$ cat config.mk
export PLATFORM = sky130hd
export DESIGN_NAME = wb_port_arbiter
export DESIGN_NICKNAME = d
export VERILOG_FILES = /design/src/rtl/wb_port_arbiter.sv
export SDC_FILE = /design/constraint.sdc
export NUM_CORES = 1
export LEC_CHECK = 0
export CAP_MARGIN = 30
export CORE_MARGIN = 5
export CORE_UTILIZATION = 24
export CTS_CLUSTER_DIAMETER = 150
export DETAILED_ROUTE_END_ITERATION = 16
export GPL_ROUTABILITY_DRIVEN = 0
export GPL_TIMING_DRIVEN = 0
export SLEW_MARGIN = 20
export SYNTH_ARGS = -nofsm -noshare
export SYNTH_HDL_FRONTEND = slang
export SYNTH_SLANG_ARGS = --single-unit
$ cat constraint.sdc
create_clock -name clk -period 4.4 [get_ports clk]
set_input_delay 0.66 -clock clk [delete_from_list [all_inputs] [get_ports clk]]
set_output_delay 0.66 -clock clk [all_outputs]
set_load 0.03 [all_outputs]
$ cat src/rtl/wb_port_arbiter.sv
// Register-file write-port arbiter: merges in-order writeback (port A) with a small FIFO of
// late multicycle results (port B) into one registered write per cycle.
module wb_port_arbiter #(
  parameter int DATA_W       = 32,
  parameter int ADDR_W       = 4,
  parameter int QDEPTH       = 4,
  parameter int STARVE_LIMIT = 3
) (
  input  logic                      clk,
  input  logic                      rst_n,
  input  logic                      a_valid,
  output logic                      a_ready,
  input  logic [ADDR_W-1:0]         a_rd,
  input  logic [DATA_W-1:0]         a_data,
  input  logic                      b_valid,
  output logic                      b_ready,
  input  logic [ADDR_W-1:0]         b_rd,
  input  logic [DATA_W-1:0]         b_data,
  output logic                      rf_we,
  output logic [ADDR_W-1:0]         rf_waddr,
  output logic [DATA_W-1:0]         rf_wdata,
  output logic [2**ADDR_W-1:0]      pend_mask,
  output logic [$clog2(QDEPTH):0]   q_count
);

  localparam int PTR_W = $clog2(QDEPTH);
  localparam int CNT_W = PTR_W + 1;
  localparam int SW    = (STARVE_LIMIT > 0) ? $clog2(STARVE_LIMIT + 1) : 1;
  localparam logic [CNT_W-1:0] FULL_CNT   = CNT_W'(QDEPTH);
  localparam logic [SW-1:0]    STARVE_MAX = SW'(STARVE_LIMIT);

  logic [PTR_W-1:0]  wr_ptr_q, wr_ptr_d;
  logic [PTR_W-1:0]  rd_ptr_q, rd_ptr_d;
  logic [CNT_W-1:0]  count_q, count_d;
  logic [QDEPTH-1:0] valid_q, valid_d;
  logic [ADDR_W-1:0] mem_rd_q   [QDEPTH];
  logic [ADDR_W-1:0] mem_rd_d   [QDEPTH];
  logic [DATA_W-1:0] mem_data_q [QDEPTH];
  logic [DATA_W-1:0] mem_data_d [QDEPTH];
  logic [SW-1:0]     starve_q, starve_d;
  logic              rf_we_q, rf_we_d;
  logic [ADDR_W-1:0] rf_waddr_q, rf_waddr_d;
  logic [DATA_W-1:0] rf_wdata_q, rf_wdata_d;

  logic head_present;
  logic force_b;
  logic grant_a;
  logic grant_b;
  logic enq;

  // A queued write to the same register as the incoming A write must land first.
  always_comb begin
    pend_mask = '0;
    for (int i = 0; i < QDEPTH; i++) begin
      if (valid_q[i]) begin
        pend_mask[mem_rd_q[i]] = 1'b1;
      end
    end
  end

  always_comb begin
    head_present = (count_q != '0);
    force_b      = head_present &&
                   ((starve_q == STARVE_MAX) || (a_valid && pend_mask[a_rd]));
    grant_a      = a_valid && !force_b;
    grant_b      = head_present && !grant_a;
    enq          = b_valid && (count_q != FULL_CNT);
  end

  assign a_ready  = grant_a;
  assign b_ready  = (count_q != FULL_CNT);
  assign rf_we    = rf_we_q;
  assign rf_waddr = rf_waddr_q;
  assign rf_wdata = rf_wdata_q;
  assign q_count  = count_q;

  always_comb begin
    wr_ptr_d   = wr_ptr_q;
    rd_ptr_d   = rd_ptr_q;
    count_d    = count_q;
    valid_d    = valid_q;
    mem_rd_d   = mem_rd_q;
    mem_data_d = mem_data_q;
    if (grant_b) begin
      valid_d[rd_ptr_q] = 1'b0;
      rd_ptr_d          = rd_ptr_q + PTR_W'(1);
    end
    if (enq) begin
      valid_d[wr_ptr_q]    = 1'b1;
      mem_rd_d[wr_ptr_q]   = b_rd;
      mem_data_d[wr_ptr_q] = b_data;
      wr_ptr_d             = wr_ptr_q + PTR_W'(1);
    end
    if (enq && !grant_b) begin
      count_d = count_q + CNT_W'(1);
    end else if (!enq && grant_b) begin
      count_d = count_q - CNT_W'(1);
    end
  end

  always_comb begin
    starve_d = starve_q;
    if (!head_present || grant_b) begin
      starve_d = '0;
    end else if (starve_q != STARVE_MAX) begin
      starve_d = starve_q + SW'(1);
    end
  end

  // Address/data hold their last value when idle; only the enable drops.
  always_comb begin
    rf_we_d    = 1'b0;
    rf_waddr_d = rf_waddr_q;
    rf_wdata_d = rf_wdata_q;
    if (grant_a) begin
      rf_we_d    = 1'b1;
      rf_waddr_d = a_rd;
      rf_wdata_d = a_data;
    end else if (grant_b) begin
      rf_we_d    = 1'b1;
      rf_waddr_d = mem_rd_q[rd_ptr_q];
      rf_wdata_d = mem_data_q[rd_ptr_q];
    end
  end

  always_ff @(posedge clk or negedge rst_n) begin
    if (!rst_n) begin
      wr_ptr_q   <= '0;
      rd_ptr_q   <= '0;
      count_q    <= '0;
      valid_q    <= '0;
      starve_q   <= '0;
      rf_we_q    <= 1'b0;
      rf_waddr_q <= '0;
      rf_wdata_q <= '0;
      for (int i = 0; i < QDEPTH; i++) begin
        mem_rd_q[i]   <= '0;
        mem_data_q[i] <= '0;
      end
    end else begin
      wr_ptr_q   <= wr_ptr_d;
      rd_ptr_q   <= rd_ptr_d;
      count_q    <= count_d;
      valid_q    <= valid_d;
      starve_q   <= starve_d;
      rf_we_q    <= rf_we_d;
      rf_waddr_q <= rf_waddr_d;
      rf_wdata_q <= rf_wdata_d;
      mem_rd_q   <= mem_rd_d;
      mem_data_q <= mem_data_d;
    end
  end

endmodule

Word level (Yosys, flattened, before mapping) --
Index checks and enable logic that the tools add are counted. Widths: inputs -> output; s select.
Word-level totals: register bits after elaboration 194, input port bits 76, output and inout port bits 58
Operators by class: add/sub/neg operators 5, magnitude comparators 16, equal/unequal tests 3, multiplexer cells 42, bitwise operators 8, reduce and logical (&&, ||, !) cells 25
Operator list (number):
- $mux 32 | 5
- $bwmux 128 | 1
- $bmux 32 s2 | 1
- $demux 32 s2 | 1
- $mux 16 | 4
- $or 16x16->16 | 3
- $mux 4 | 7
- $lt 4x5->1 const B | 5
- $bwmux 16 | 1
- $demux 1 s4 | 4
- $ge 4x1->1 const B | 4
- $logic_and 1x1->1 | 14
- $mux 1 | 9
- $bmux 4 s2 | 1
- $demux 4 s2 | 1
- $add 2x1->2 const B | 3
- $ge 3x3->1 const B | 2
- $lt 2x3->1 const B | 2
- $mux 3 | 2
- $not 2->3 | 2
- $reduce_bool 2->1 | 3
- $logic_not 1->1 | 5
- $and 4x4->4 | 1
- $bmux 1 s4 | 1
- 13 further kinds | 17

Logic depth before layout (Yosys ltp) --
word-level depth 23, depth in mapped cells 14, depth with buffers taken out 13

Least setup slack after synthesis --
Ideal clock, no wire load.
path kind register to register, from register mem_rd_q[2] in the netlist's numbering, to register count_q[1] (netlist: q_count[1]), data arrival time 3.003 ns, setup slack 1.273 ns, stages on the path, launching flop included 11, buffers on the path 0, cells stage by stage dfrtp_1 -> or3b_1 -> o221ai_1 -> mux2_2 -> a211oi_2 -> a31oi_1 -> inv_1 -> ha_1 -> inv_1 -> fa_1 -> mux2_2
Between the ends: longest elaborated chain between the ends 18, elaborated cells between the ends (all ways) 21
RTL lines:
- start: declaration | line 36 | logic [ADDR_W-1:0] mem_rd_q [QDEPTH];
- start signal: assignment | line 149 | mem_rd_q <= mem_rd_d;
- $lt 4x5->1 (not written as such) / $ge 4x1->1 (equally long branches) | line 56 | pend_mask[mem_rd_q[i]] = 1'b1;
- $logic_and 1x1->1 (not written as such) | line 56
- $mux 1 (not written as such) | line 56
- $demux 1 s4 (*) | line 56
- $or 16x16->16 (no source line) (*)
- $mux 16 (*) | line 55 | if (valid_q[i]) begin
- named net pend_mask[3] | line 22 | output logic [2**ADDR_W-1:0] pend_mask,
- $bmux 1 s4 (*) | line 64 | ((starve_q == STARVE_MAX) || (a_valid && pend_mask[a_rd]));
- [4 not listed]
- $logic_not 1->1 (*) | line 65 | grant_a = a_valid && !force_b;
- $logic_and 1x1->1 (*) | line 65
- $logic_not 1->1 (*) | line 66 | grant_b = head_present && !grant_a;
- $logic_and 1x1->1 (*) | line 66
- $logic_not 1->1 (*) | line 94 | if (enq && !grant_b) begin
- $logic_and 1x1->1 (*) | line 94
- $mux 3 (*) | line 94
- named net count_d[1] | line 34 | logic [CNT_W-1:0] count_q, count_d;
- end signal: assignment | line 143 | count_q <= count_d;
- end: declaration | line 34
The timed path passes the listed nets; every way through them passes the cells marked *. The select of a mux whose other input is x is not followed. A chain may end at the register's enable or synchronous reset.

Final worst setup path --
from register mem_rd_q[9] in the netlist's numbering, to output a_ready
Between the ends: longest elaborated chain between the ends 17, elaborated cells between the ends (all ways) 18
RTL lines:
- $lt 4x5->1 (not written as such) / $ge 4x1->1 (equally long branches) | line 56
- $logic_and 1x1->1 (not written as such) | line 56
- $mux 1 (not written as such) | line 56
- $demux 1 s4 (*) | line 56
- $or 16x16->16 (no source line) (*)
- $mux 16 (*) | line 55
- $or 16x16->16 (no source line)
- $mux 16 (*) | line 55
- $or 16x16->16 (no source line)
- $mux 16 (*) | line 55
- $bmux 1 s4 (*) | line 64
- $mux 1 (not written as such) (*) | line 64
- $logic_and 1x1->1 (*) | line 64
- $logic_or 1x1->1 (*) | line 64
- $logic_and 1x1->1 (*) | line 63 | force_b = head_present &&
- $logic_not 1->1 (*) | line 65
- $logic_and 1x1->1 (*) | line 65
- end: declaration | line 12 | output logic a_ready,
Mark *: on every way between the ends. The rest lies on a longest branch, timed or not. The select of a mux whose other input is x is not followed.

==> flow_metrics.tcl <==
set metrics [dict create \
    status "finished clean" \
    clkSinkCount 194 \
    rows 74 \
    syn_inst 776 \
    synthXorXnorAreaFrac 0.00437 \
    r2r-end "q_count[2]" \
    ff2ff_setup_slack_ns 1.10 \
    place_ws_ns 0.0599 \
    via_count 7307 \
    ctsLongestPathBuffers 2 \
    drt-pass1-iter-count 5 \
    required_ns 3.74 \
    portBuffers 131 \
    ys_types 58 \
    crit_type "reg -> out" \
    ant_nets 0 \
    synth_mux_area_frac 0.298 \
    fin_setup_tns_ns 0 \
    period_needed_ns 4.28 \
    area_delta_synth_final_pct 26.2 \
    rsz0062_at_grt "false" \
    placed_area_sq_um 12000 \
    end_kind "output port" \
    cp-start-kind "flip-flop" \
    io_pins 134 \
    cts-htree-levels 4 \
    nets 1016 \
    grt_overflow_total 0 \
    avgSynthCellArea_sq_um 12.9 \
    ys.flop_type "dfrtp_1" \
    dieArea_sq_um 45900 \
    finalWirelength_microns 30800 \
    r2r_cells 13 \
    drtIter0Drc 435 \
    total_power_mw 9.93 \
    antenna_found_initial 7 \
    peakVddDrop_mv 0.312 \
    yosysMostFrequentCell "dfrtp_1" \
    worstSkewPairLatency_ns 0.45 \
    synth_area_leader_cell "dfrtp_1" \
    final_core_util 0.308 \
    synth_top_family_by_area "multiplexers" \
    max_freq_ghz 0.234 \
    fill_cells 4123 \
    coreArea_sq_um 41000 \
    synth_adder_area_share 0.0145 \
    cp_max_fo 10 \
    crit_arrival_ns 3.62 \
    fin_cells 1475 \
    powerDensity_nw_per_um2 786 \
    placedCellCount 1441 \
    ys_seq_area_frac 0.485 \
    grtUsageTotal 0.132 \
    initial_utilization 0.244 \
    grt_pass1_wl_microns 47200 \
    viasPerCell 4.95 \
    fp.dieH_microns 214 \
    route.met3.wl_microns 1570 \
    die_x_microns 214 \
    drt-wirelength-per-cell_microns 20.9 \
    multi_input_area_sq_um 4850 \
    synth-compound-area-share 0.0979 \
    stdcell_area_sq_um 12600 \
    clk_pin_slew_ns 0.07 \
    ctsHoldBuffers 0 \
    ys_ff_latch 194 \
    synthArstFlopShare 1.00 \
    synth-simple-area-share 0.0695 \
    grt_pass1_vias 7557 \
    route.detailed.drc 0 \
    syn_nets 863 \
    drv_slew 0 \
    endpoint "a_ready" \
    finalCritPeriodShare 0.972 \
    synth_common_cells "dfrtp_1 (194), mux2_2 (147), mux2i_1 (51)" \
    crit_start "mem_rd_q[9]" \
    synth_edf_count 0 \
    setup_viol 0 \
    grt_start_max_net_pins 80 \
    drt-met1-wl_microns 13500 \
    cts_tree "built" \
    hold_violations 0 \
    whs_ns 0.123 \
    yosys.area.top_type_share 0.485 \
    regArea_sq_um 4850 \
    syn_area_sq_um 10000 \
    place_hpwl_microns 22900 \
    r2r-start "mem_rd_q[9]" \
    cts_buffers 17 \
    p_leak_nw 5.26 \
    fin_ws_ns 0.125 \
    wl_met2_microns 14700 \
    finalClockSkew_ns 0.0153 \
    yosysWarnings 0 \
    tightest_slew_ns 0.980 \
    yosys-top-cells-area "dfrtp_1 (48%), mux2_2 (17%), mux4_2 (8.1%)" \
    relSlewSlack 0.347 \
    hold_path.class "in -> async" \
    cts_root_buf "clkbuf_16" \
    maxCapViolCount 0 \
    drive_gt1_frac 0.263 \
    top_layer_used "met5" \
]
## registers in the layout, summed over array words and instances (netlist names)
| name | count |
|---|---|
| valid_q | 4 |
| rf_wdata | 32 |
| q_count | 3 |
| rd_ptr_q | 2 |
| mem_data_q | 128 |
| starve_q | 2 |
| mem_rd_q | 16 |
| rf_waddr | 4 |
| wr_ptr_q | 2 |
| rf_we | 1 |
## critical path, stage by stage, from the launching register on
cell	delay [ns]
dfrtp_1	0.45
nand2b_1	0.28
o22ai_1	0.13
or2_1	0.24
mux2_2	0.28
a211oi_2	0.41
buf_4	0.27
a31oi_1	0.14
buf_2	0.25
inv_2	0.07
clkdlybuf4s50_1	0.66
## routing by layer
| layer | global-route usage | vias up |
|---|---|---|
| met3 | 0.0333 | 58 |
| met4 | 0.0466 | 12 |
| met5 | 0 | - |
| li1 | - | 3266 |
| met1 | 0.174 | 3786 |
| met2 | 0.212 | 185 |
## timing repair
action | 4_1_cts | 5_1_grt
endpoints found under the setup margin | 0 | 1
setup buffers | 0 | 0
gates resized for setup | 0 | 2
## area by class of cell
type,instances,share of cell area
well taps,532,0.0527
plain buffers,56,0.0183
diodes,1,0.000198
clock buffers,18,0.0340
flip-flops and latches,194,0.384
inverters,20,0.00594
clock inverters,14,0.0111
multi-input cells,506,0.384
repair buffers,134,0.109
## layout by cell type (no fill, tap or decap), types with 19 or more instances in the layout
| cell type | instances |
|---|---|
| clkbuf_1 | 36 |
| clkdlybuf4s50_1 | 130 |
| nand4_1 | 25 |
| inv_1 | 19 |
| dfrtp_1 | 194 |
| mux2i_1 | 51 |
| mux2_2 | 147 |
| a21oi_1 | 32 |
| mux4_2 | 36 |
| nand2_1 | 39 |
| a2bb2oi_1 | 26 |
## report_power, final
group / switching, mW / leakage, nW / internal, mW
combinational: 2.58 / 2.68 / 2.51
clock: 0.745 / 0.280 / 0.800
sequential: 0.591 / 2.30 / 2.71
## logic make-up (layout without fill, tap and decap cells)
logic type	after synthesis	in the layout
mux	235	235
flops	194	194
compound gates	130	130
simple gates	125	125
buf+inv	76	242
fa+ha+maj	11	11
xor+xnor	5	5
other cells	0	1
## how the worst min path moves through the flow
stage	slack [ns]	to	cells after the start	start
global route	0.15	rf_wdata[26]	1	rst_n
global placement	0.44	starve_q[0]	1	starve_q[0]
floorplan	0.36	mem_data_q[0]	0	rst_n
finish	0.12	rf_wdata[26]	1	rst_n
CTS	0.14	rf_wdata[26]	1	rst_n
detailed placement	0.45	starve_q[0]	1	starve_q[0]
Note: power is estimated with default switching activity, not from simulation.
